[src/rtl/bias_pkg.sv]
// Shared types for the bias PE sequencer: word format, PE result payload, FSM states.
package bias_pkg;

   localparam int unsigned DATA_W = 16;
   localparam int unsigned FRAC_W = 8;

   // Q8.8 fixed-point word
   typedef logic [DATA_W-1:0] fixed_16;

   // PE result payload as presented on the PE result port
   typedef struct packed {
      fixed_16 net_sum;
      fixed_16 bias_change;
   } bias_struct;

   typedef enum logic [2:0] {
      S_IDLE    = 3'd0,
      S_ISSUE   = 3'd1,
      S_WAIT    = 3'd2,
      S_CAPTURE = 3'd3,
      S_EMIT    = 3'd4,
      S_DONE    = 3'd5
   } seq_state_t;

endpackage

[src/rtl/bias_regfile.sv]
// Per-layer bias store: one synchronous write port, one asynchronous read port.
module bias_regfile #(
   parameter int unsigned N_NEURON = 8,
   parameter int unsigned DATA_W   = 16,
   localparam int unsigned IDX_W   = $clog2(N_NEURON)
) (
   input  logic              clk,
   input  logic              rst,
   input  logic              we,
   input  logic [IDX_W-1:0]  waddr,
   input  logic [DATA_W-1:0] wdata,
   input  logic [IDX_W-1:0]  raddr,
   output logic [DATA_W-1:0] rdata
);

   logic [DATA_W-1:0] mem [N_NEURON];
   logic              in_range;

   // Addresses beyond the populated entries are dropped rather than aliased
   assign in_range = ({1'b0, waddr} < (IDX_W+1)'(N_NEURON));

   // Storage update: reset clears every entry, otherwise single-entry write
   always_ff @(posedge clk) begin
      if (rst) begin
         for (int i = 0; i < int'(N_NEURON); i++) begin
            mem[i] <= '0;
         end
      end else if (we && in_range) begin
         mem[waddr] <= wdata;
      end
   end

   // Combinational read of the current neuron's bias
   assign rdata = mem[raddr];

endmodule

[src/rtl/bias_pe_sequencer.sv]
// Steps the bias PE through every neuron, streams net_sum out, optionally writes bias_change back.
module bias_pe_sequencer #(
   parameter int unsigned N_NEURON = 8,
   parameter int unsigned DATA_W   = 16,
   parameter int unsigned PE_LAT   = 1,
   localparam int unsigned IDX_W   = $clog2(N_NEURON)
) (
   input  logic              ap_clk,
   input  logic              ap_rst,
   input  logic              ap_ce,
   input  logic              start,
   input  logic              training,
   output logic              busy,
   output logic              done,
   input  logic              load_valid,
   input  logic [IDX_W-1:0]  load_idx,
   input  logic [DATA_W-1:0] load_data,
   output logic [IDX_W-1:0]  pe_idx,
   output logic              pe_ce,
   output logic [DATA_W-1:0] pe_init_bias,
   input  logic [DATA_W-1:0] pe_net_sum,
   input  logic [DATA_W-1:0] pe_bias_change,
   output logic              net_valid,
   input  logic              net_ready,
   output logic [IDX_W-1:0]  net_idx,
   output logic [DATA_W-1:0] net_data
);

   import bias_pkg::*;

   localparam int unsigned CNT_W = (PE_LAT > 1) ? $clog2(PE_LAT) : 1;

   seq_state_t        state_q, state_d;
   logic [IDX_W-1:0]  idx_q, idx_d;
   logic [CNT_W-1:0]  cnt_q, cnt_d;
   logic              trn_q, trn_d;
   logic              net_valid_q, net_valid_d;
   logic [IDX_W-1:0]  net_idx_q, net_idx_d;
   logic [DATA_W-1:0] net_data_q, net_data_d;
   logic              busy_q, done_q;

   logic              wb_we;
   logic [IDX_W-1:0]  wb_addr;
   logic [DATA_W-1:0] wb_data;

   // Single write port shared by IDLE loads and CAPTURE write-back (never both in one state)
   bias_regfile #(
      .N_NEURON (N_NEURON),
      .DATA_W   (DATA_W)
   ) u_regfile (
      .clk   (ap_clk),
      .rst   (ap_rst),
      .we    (wb_we && ap_ce),
      .waddr (wb_addr),
      .wdata (wb_data),
      .raddr (idx_q),
      .rdata (pe_init_bias)
   );

   // Next-state, counters, skid register and write-port control
   always_comb begin
      state_d     = state_q;
      idx_d       = idx_q;
      cnt_d       = cnt_q;
      trn_d       = trn_q;
      net_valid_d = net_valid_q;
      net_idx_d   = net_idx_q;
      net_data_d  = net_data_q;
      wb_we       = 1'b0;
      wb_addr     = load_idx;
      wb_data     = load_data;

      unique case (state_q)
         S_IDLE: begin
            wb_we = load_valid;
            if (start) begin
               trn_d   = training;
               idx_d   = '0;
               state_d = S_ISSUE;
            end
         end
         S_ISSUE: begin
            if (PE_LAT > 1) begin
               cnt_d   = CNT_W'(PE_LAT - 1);
               state_d = S_WAIT;
            end else begin
               state_d = S_CAPTURE;
            end
         end
         S_WAIT: begin
            cnt_d = cnt_q - CNT_W'(1);
            if (cnt_q == CNT_W'(1)) begin
               state_d = S_CAPTURE;
            end
         end
         S_CAPTURE: begin
            net_data_d  = pe_net_sum;
            net_idx_d   = idx_q;
            net_valid_d = 1'b1;
            wb_we       = trn_q;
            wb_addr     = idx_q;
            wb_data     = pe_bias_change;
            state_d     = S_EMIT;
         end
         S_EMIT: begin
            if (net_valid_q && net_ready) begin
               net_valid_d = 1'b0;
               if (idx_q == IDX_W'(N_NEURON - 1)) begin
                  state_d = S_DONE;
               end else begin
                  idx_d   = idx_q + IDX_W'(1);
                  state_d = S_ISSUE;
               end
            end
         end
         S_DONE: begin
            state_d = S_IDLE;
         end
         default: begin
            state_d = S_IDLE;
         end
      endcase
   end

   // State and output registers; ap_ce low freezes everything
   always_ff @(posedge ap_clk) begin
      if (ap_rst) begin
         state_q     <= S_IDLE;
         idx_q       <= '0;
         cnt_q       <= '0;
         trn_q       <= 1'b0;
         net_valid_q <= 1'b0;
         net_idx_q   <= '0;
         net_data_q  <= '0;
         busy_q      <= 1'b0;
         done_q      <= 1'b0;
      end else if (ap_ce) begin
         state_q     <= state_d;
         idx_q       <= idx_d;
         cnt_q       <= cnt_d;
         trn_q       <= trn_d;
         net_valid_q <= net_valid_d;
         net_idx_q   <= net_idx_d;
         net_data_q  <= net_data_d;
         busy_q      <= (state_d != S_IDLE);
         done_q      <= (state_d == S_DONE);
      end
   end

   // PE enable is suppressed whenever the clock enable is low
   assign pe_ce     = ap_ce && (state_q == S_ISSUE);
   assign pe_idx    = idx_q;
   assign busy      = busy_q;
   assign done      = done_q;
   assign net_valid = net_valid_q;
   assign net_idx   = net_idx_q;
   assign net_data  = net_data_q;

endmodule

[config.mk]
export PLATFORM = sky130hd
export DESIGN_NAME = bias_pe_sequencer
export DESIGN_NICKNAME = d
export VERILOG_FILES = /design/src/rtl/bias_pkg.sv /design/src/rtl/bias_regfile.sv /design/src/rtl/bias_pe_sequencer.sv
export SDC_FILE = /design/constraint.sdc
export NUM_CORES = 1
export LEC_CHECK = 0
export BUFFER_PORTS_ARGS = -buffer_cell sky130_fd_sc_hd__buf_2
export CORE_MARGIN = 2
export CORE_UTILIZATION = 40
export DETAILED_ROUTE_END_ITERATION = 7
export SYNTH_ARGS = -nofsm -noshare
export SYNTH_HDL_FRONTEND = slang
export SYNTH_SLANG_ARGS = --single-unit
[constraint.sdc]
create_clock -name ap_clk -period 3.8 [get_ports ap_clk]
set_input_delay 0.76 -clock ap_clk [delete_from_list [all_inputs] [get_ports ap_clk]]
set_output_delay 0.76 -clock ap_clk [all_outputs]
set_load 0.02 [all_outputs]
# ---- Word-level counts from Yosys, hierarchy flattened
# Memories as Yosys holds them, arrays and structs flattened. A register that Yosys moved wholly into a read port is not among the register bits.
# Index checks and enable logic that the tools add are counted.
dict set report classes {
  reduce_logical 13
  n_eq_ne 9
  n_addsub 2
  muxes 24
}
# op n
set op_table {}
lappend op_table {{3-bit 2-to-1 mux} 11}
lappend op_table {{16-bit 2-to-1 mux} 2}
lappend op_table {{16-bit OR reduction} 1}
lappend op_table {{3-bit case mux with 5 select lines} 1}
lappend op_table {{3-bit equality test (second input constant)} 3}
lappend op_table {{1-bit 2-to-1 mux} 7}
lappend op_table {{3-bit by 2-bit equality test with 1-bit output (second input constant)} 2}
lappend op_table {{2-bit != test (second input constant)} 3}
lappend op_table {{3-bit case mux with 2 select lines} 1}
lappend op_table {{3-bit AND reduction} 2}
lappend op_table {{5-bit AND reduction} 1}
lappend op_table {{1-bit case mux with 2 select lines} 2}
lappend op_table {{2-bit AND reduction} 2}
lappend op_table {{2-bit nonzero test} 2}
lappend op_table {{3-bit by 1-bit adder with 3-bit output (second input constant)} 1}
lappend op_table {{3-bit by 1-bit equality test with 1-bit output (second input constant)} 1}
lappend op_table {{1-bit logical AND} 3}
lappend op_table {{3-bit zero test} 1}
lappend op_table {{3-bit nonzero test} 1}
lappend op_table {{1-bit subtractor (second input constant)} 1}
dict set report totals {
  ff_bits 30
  inputBits 58
  n_memories 1
  output_inout_bits 42
  ram_bits 128
}
# memory depth word_bits rd rd_ports_with_merged_regs write_ports line
set memory_table {}
lappend memory_table {u_regfile.mem 8 16 1 1 8 bias_regfile.sv:16} ;# logic [DATA_W-1:0] mem [N_NEURON];

# ---- Logic depth before layout (Yosys ltp)
dict set report logic_depth {
  depth_word 8
  mapped_depth 7
  depth_no_buf 6
}

# ---- Cells and area by module
# Synthesis repeated with hierarchy kept, for this count alone.
dict set report hier_totals {
  cells_unflattened 587
  hier_area_um2 7344.5
}
# mod cells_each instances area_each_um2 seq_area_each_um2
set modules_own_cells {}
lappend modules_own_cells {bias_regfile 373 1 5845.6 3843.7}
lappend modules_own_cells {bias_pe_sequencer 214 1 1498.9 600.6}

# ---- Worst setup path before layout
# Ideal clock, no wire load.
dict set report synth_timing {
  kind {input to register}
  startpoint {input load_valid}
  endpoint {memory u_regfile.mem[2][0], enable pin}
  cell_stages 4
  setup_time_ns 0.392
  t_required_ns 3.408
  path_slack_ns 1.005
  n_path_buf 0
  arrival_ns 2.402
  cell_sequence {or3b_1 a21oi_4 nand2_1 o21bai_1}
}
# element line
set synth_rtl {}
lappend synth_rtl {{start: declaration} bias_pe_sequencer.sv:15} ;# input logic load_valid,
lappend synth_rtl {{end: declaration} bias_regfile.sv:16}

==> results.cfg <==
[cts]
path_clk_slew_ns = 0.06
cts.repair.resized = 0
cts_hold_buf = 0
post_cts_buffers = 0
cts_buffer_depth = 2
cts-root-buf = clkbuf_16
cts_made_buffers = 17
clk_latency_ns = 0.42
cts_tree = built
htreeDepth = 4
cts.sinks = 161

[floorplan]
start_util_pct = 40.91
num_rows = 49
die_h_um = 140
die-area_mm2 = 0.01960
num_io_pins = 100
die_x_um = 140
core-area_mm2 = 0.01809

[logic_synthesis]
synthMuxAreaShare_pct = 15.34
synth_cells = 585
synth_edf_count = 128
ys_async_sr_fraction_pct = 0
synth_area_mm2 = 0.007398
ys_ff_latch = 161
yosys_most_used_dff = edfxtp_1
synthDistinctLibCells = 41
synthAdderAreaFrac_pct = 0.3382
synth_top_family_by_area = simple AND/OR/NAND/NOR gates
yosys_warnings = 0
synth_xor_area_share_pct = 0
synth_nets = 645
synth_compound_area_share_pct = 4.769
syn_area_per_cell_um2 = 12.65
synth_seq_area_share_pct = 60.88
synthSimpleGateAreaFrac_pct = 15.69

[outcome]
status = finished with violations
violations = design-rule violations

[sta]
maxSlewViolCount = 0
skew_ns = 0.007283
post-route-period-util_pct = 82.71
worst_slew_pin_slew_ns = 0.9563
rsz0062_at_grt = false
hold_violations = 0
layout_setup_ws_ns = 0.6570
setup_viol = 0
period_minus_slack_ns = 3.143
max_freq_ghz = 0.3182
tns_ns = 0
fin_hold_ws_ns = 0.4527
relSlewSlack_pct = 36.25

[place]
io_buffers = 99
placed_cells = 887
dp_hpwl_um = 10290
place_congestion = 0.8031
post-place-ws_ns = 1.062

[setup_path]
end_kind = primary output
crit_required_ns = 3.04
crit_slowest_cell = dfxtp_2
path_max_fanout = 20
startpoint_type = register
path_cells = buf_12, mux4_2, mux2_2, buf_2
r2r_start = state_q[1]
critical_path_arrival_ns = 2.38
critPathKind = reg2out
worst_path_largest_cell_delay_ns = 0.66

[final_layout]
multi_input_area_mm2 = 0.002678
syn_to_final_growth_pct = 17.03
seq_area_mm2 = 0.004506
diodes = 0
layout_commonest_cell = nor2_1
drive_gt1_share_pct = 30.87
fillCellCount = 1615
fin_nets = 737
fin_cells = 919
final_cell_mix = nor2_1 (137), edfxtp_1 (128), buf_2 (99)

[flow_run]
maxCapViolCount = 0

[power]
pwr-share-clk_pct = 42.1
p_sw_mw = 0.8453
cellLeakagePower_nw = 3.140
vdd.ir_drop.worst_mv = 0.3903
sequentialPowerShare_pct = 51.2
internal_power_mw = 3.024
total_power_mw = 3.869
p_per_area_mw_per_mm2 = 446.9
swShare_pct = 21.85
combPwrFrac_pct = 6.7

[global_route]
antenna_found_initial = 0
grt-ovfl-total = 0
grt_start_max_net_pins = 40
grt_pass1_wl_um = 27260
grt_pass1_vias = 5020
grt_use_total_pct = 18.35

[route]
wl_um = 17230
drt_iter0_markers = 263
drt-wirelength-per-cell_um = 18.75
ant_nets = 0
drc = 7
viasPerCell = 5.277
firstDrtPassIters = 8
vias = 4850

[min_path]
min-delay-start = net_data[9]
hold_path.class = reg2reg
## state kept, by name (all words and copies together) (netlist names), named ones only
signal / cells
done: 1
net_idx: 3
trn_q: 1
net_valid: 1
pe_idx: 3
state_q: 3
cnt_q: 1
net_data: 16
busy: 1
u_regfile.mem: 128
## critical path, delay by kind of cell, from the launching register on
family / cells / cell delay (ns)
buffers and inverters: 2 / 0.44
flip-flops: 1 / 0.66
multiplexers: 2 / 0.83
## path summary, 6_finish.rpt
check	to	slack [ns]	cells past startpoint
min reg2reg	net_data[9]	0.45	2
max reg2reg	u_regfile.mem[2][6]	1.16	5
max	pe_init_bias[15]	0.66	4
min	net_data[9]	0.45	2
## power by group through the flow
stage / Clock, mW / Combinational (mW) / Sequential (mW)
2_1_floorplan: 0 / 0.166 / 2.01
3_3_place_gp: 0 / 0.259 / 2.02
3_5_place_dp: 0 / 0.263 / 2.02
4_1_cts: 1.66 / 0.264 / 1.98
5_1_grt: 1.73 / 0.288 / 1.99
6_report: 1.63 / 0.260 / 1.98
## metal layers
| layer | track usage, % | up-vias | wire (um) |
|---|---|---|---|
| li1 | - | 2295 | - |
| met1 | 23.58 | 2408 | 7340 |
| met2 | 31.81 | 136 | 8798 |
| met3 | 4.923 | 11 | 994 |
| met4 | 3.243 | 0 | 95 |
| met5 | 0 | - | 0 |
## final cells by class
type | instances | share of cell area, %
Clock inverter | 10 | 1.257
Sequential cell | 161 | 52.04
Timing Repair Buffer | 116 | 7.341
Tap cell | 229 | 3.309
Multi-Input combinational cell | 381 | 30.92
Clock buffer | 22 | 5.130
## synth_stat cells (2+ instances only)
master	number	area share, %
mux4_2	32	9.7
nand2_1	43	2.2
or2b_1	5	0.51
or2_2	15	1.3
a211oi_1	2	0.20
nor3b_1	9	0.91
mux2i_1	20	2.7
and3_1	3	0.25
clkbuf_1	18	0.91
a21oi_1	26	1.8
edfxtp_1	128	52
nor2b_1	3	0.25
buf_6	3	0.46
buf_4	4	0.41
o21bai_1	8	0.81
nand2b_1	18	1.5
nor2_1	137	7.0
nand3_1	6	0.41
dfxtp_1	33	8.9
buf_2	16	1.1
o21ai_0	10	0.68
nand3b_1	2	0.20
o211ai_2	2	0.34
mux2_2	19	2.9
nor3_1	6	0.41
ha_1	2	0.34
## cell families (layout without fill, tap and decap cells)
| logic type | after synthesis | in the layout |
|---|---|---|
| AND/OR/NAND/NOR | 254 | 254 |
| flip-flops | 161 | 161 |
| multiplexers | 71 | 71 |
| AO/OA/AOI/OAI | 54 | 54 |
| buffers and inverters | 43 | 148 |
| adder cells (fa/ha/maj) | 2 | 2 |
## stage by stage
| step | util (%) | area [um2] |
|---|---|---|
| after floorplan | - | 7398 |
| after global placement | 44.81 | 8105 |
| after detailed placement | 44.81 | 8105 |
| after CTS | 47.87 | 8658 |
| after global routing | 47.87 | 8658 |
| final | 47.87 | 8658 |
(Power assumes the default switching activity.)
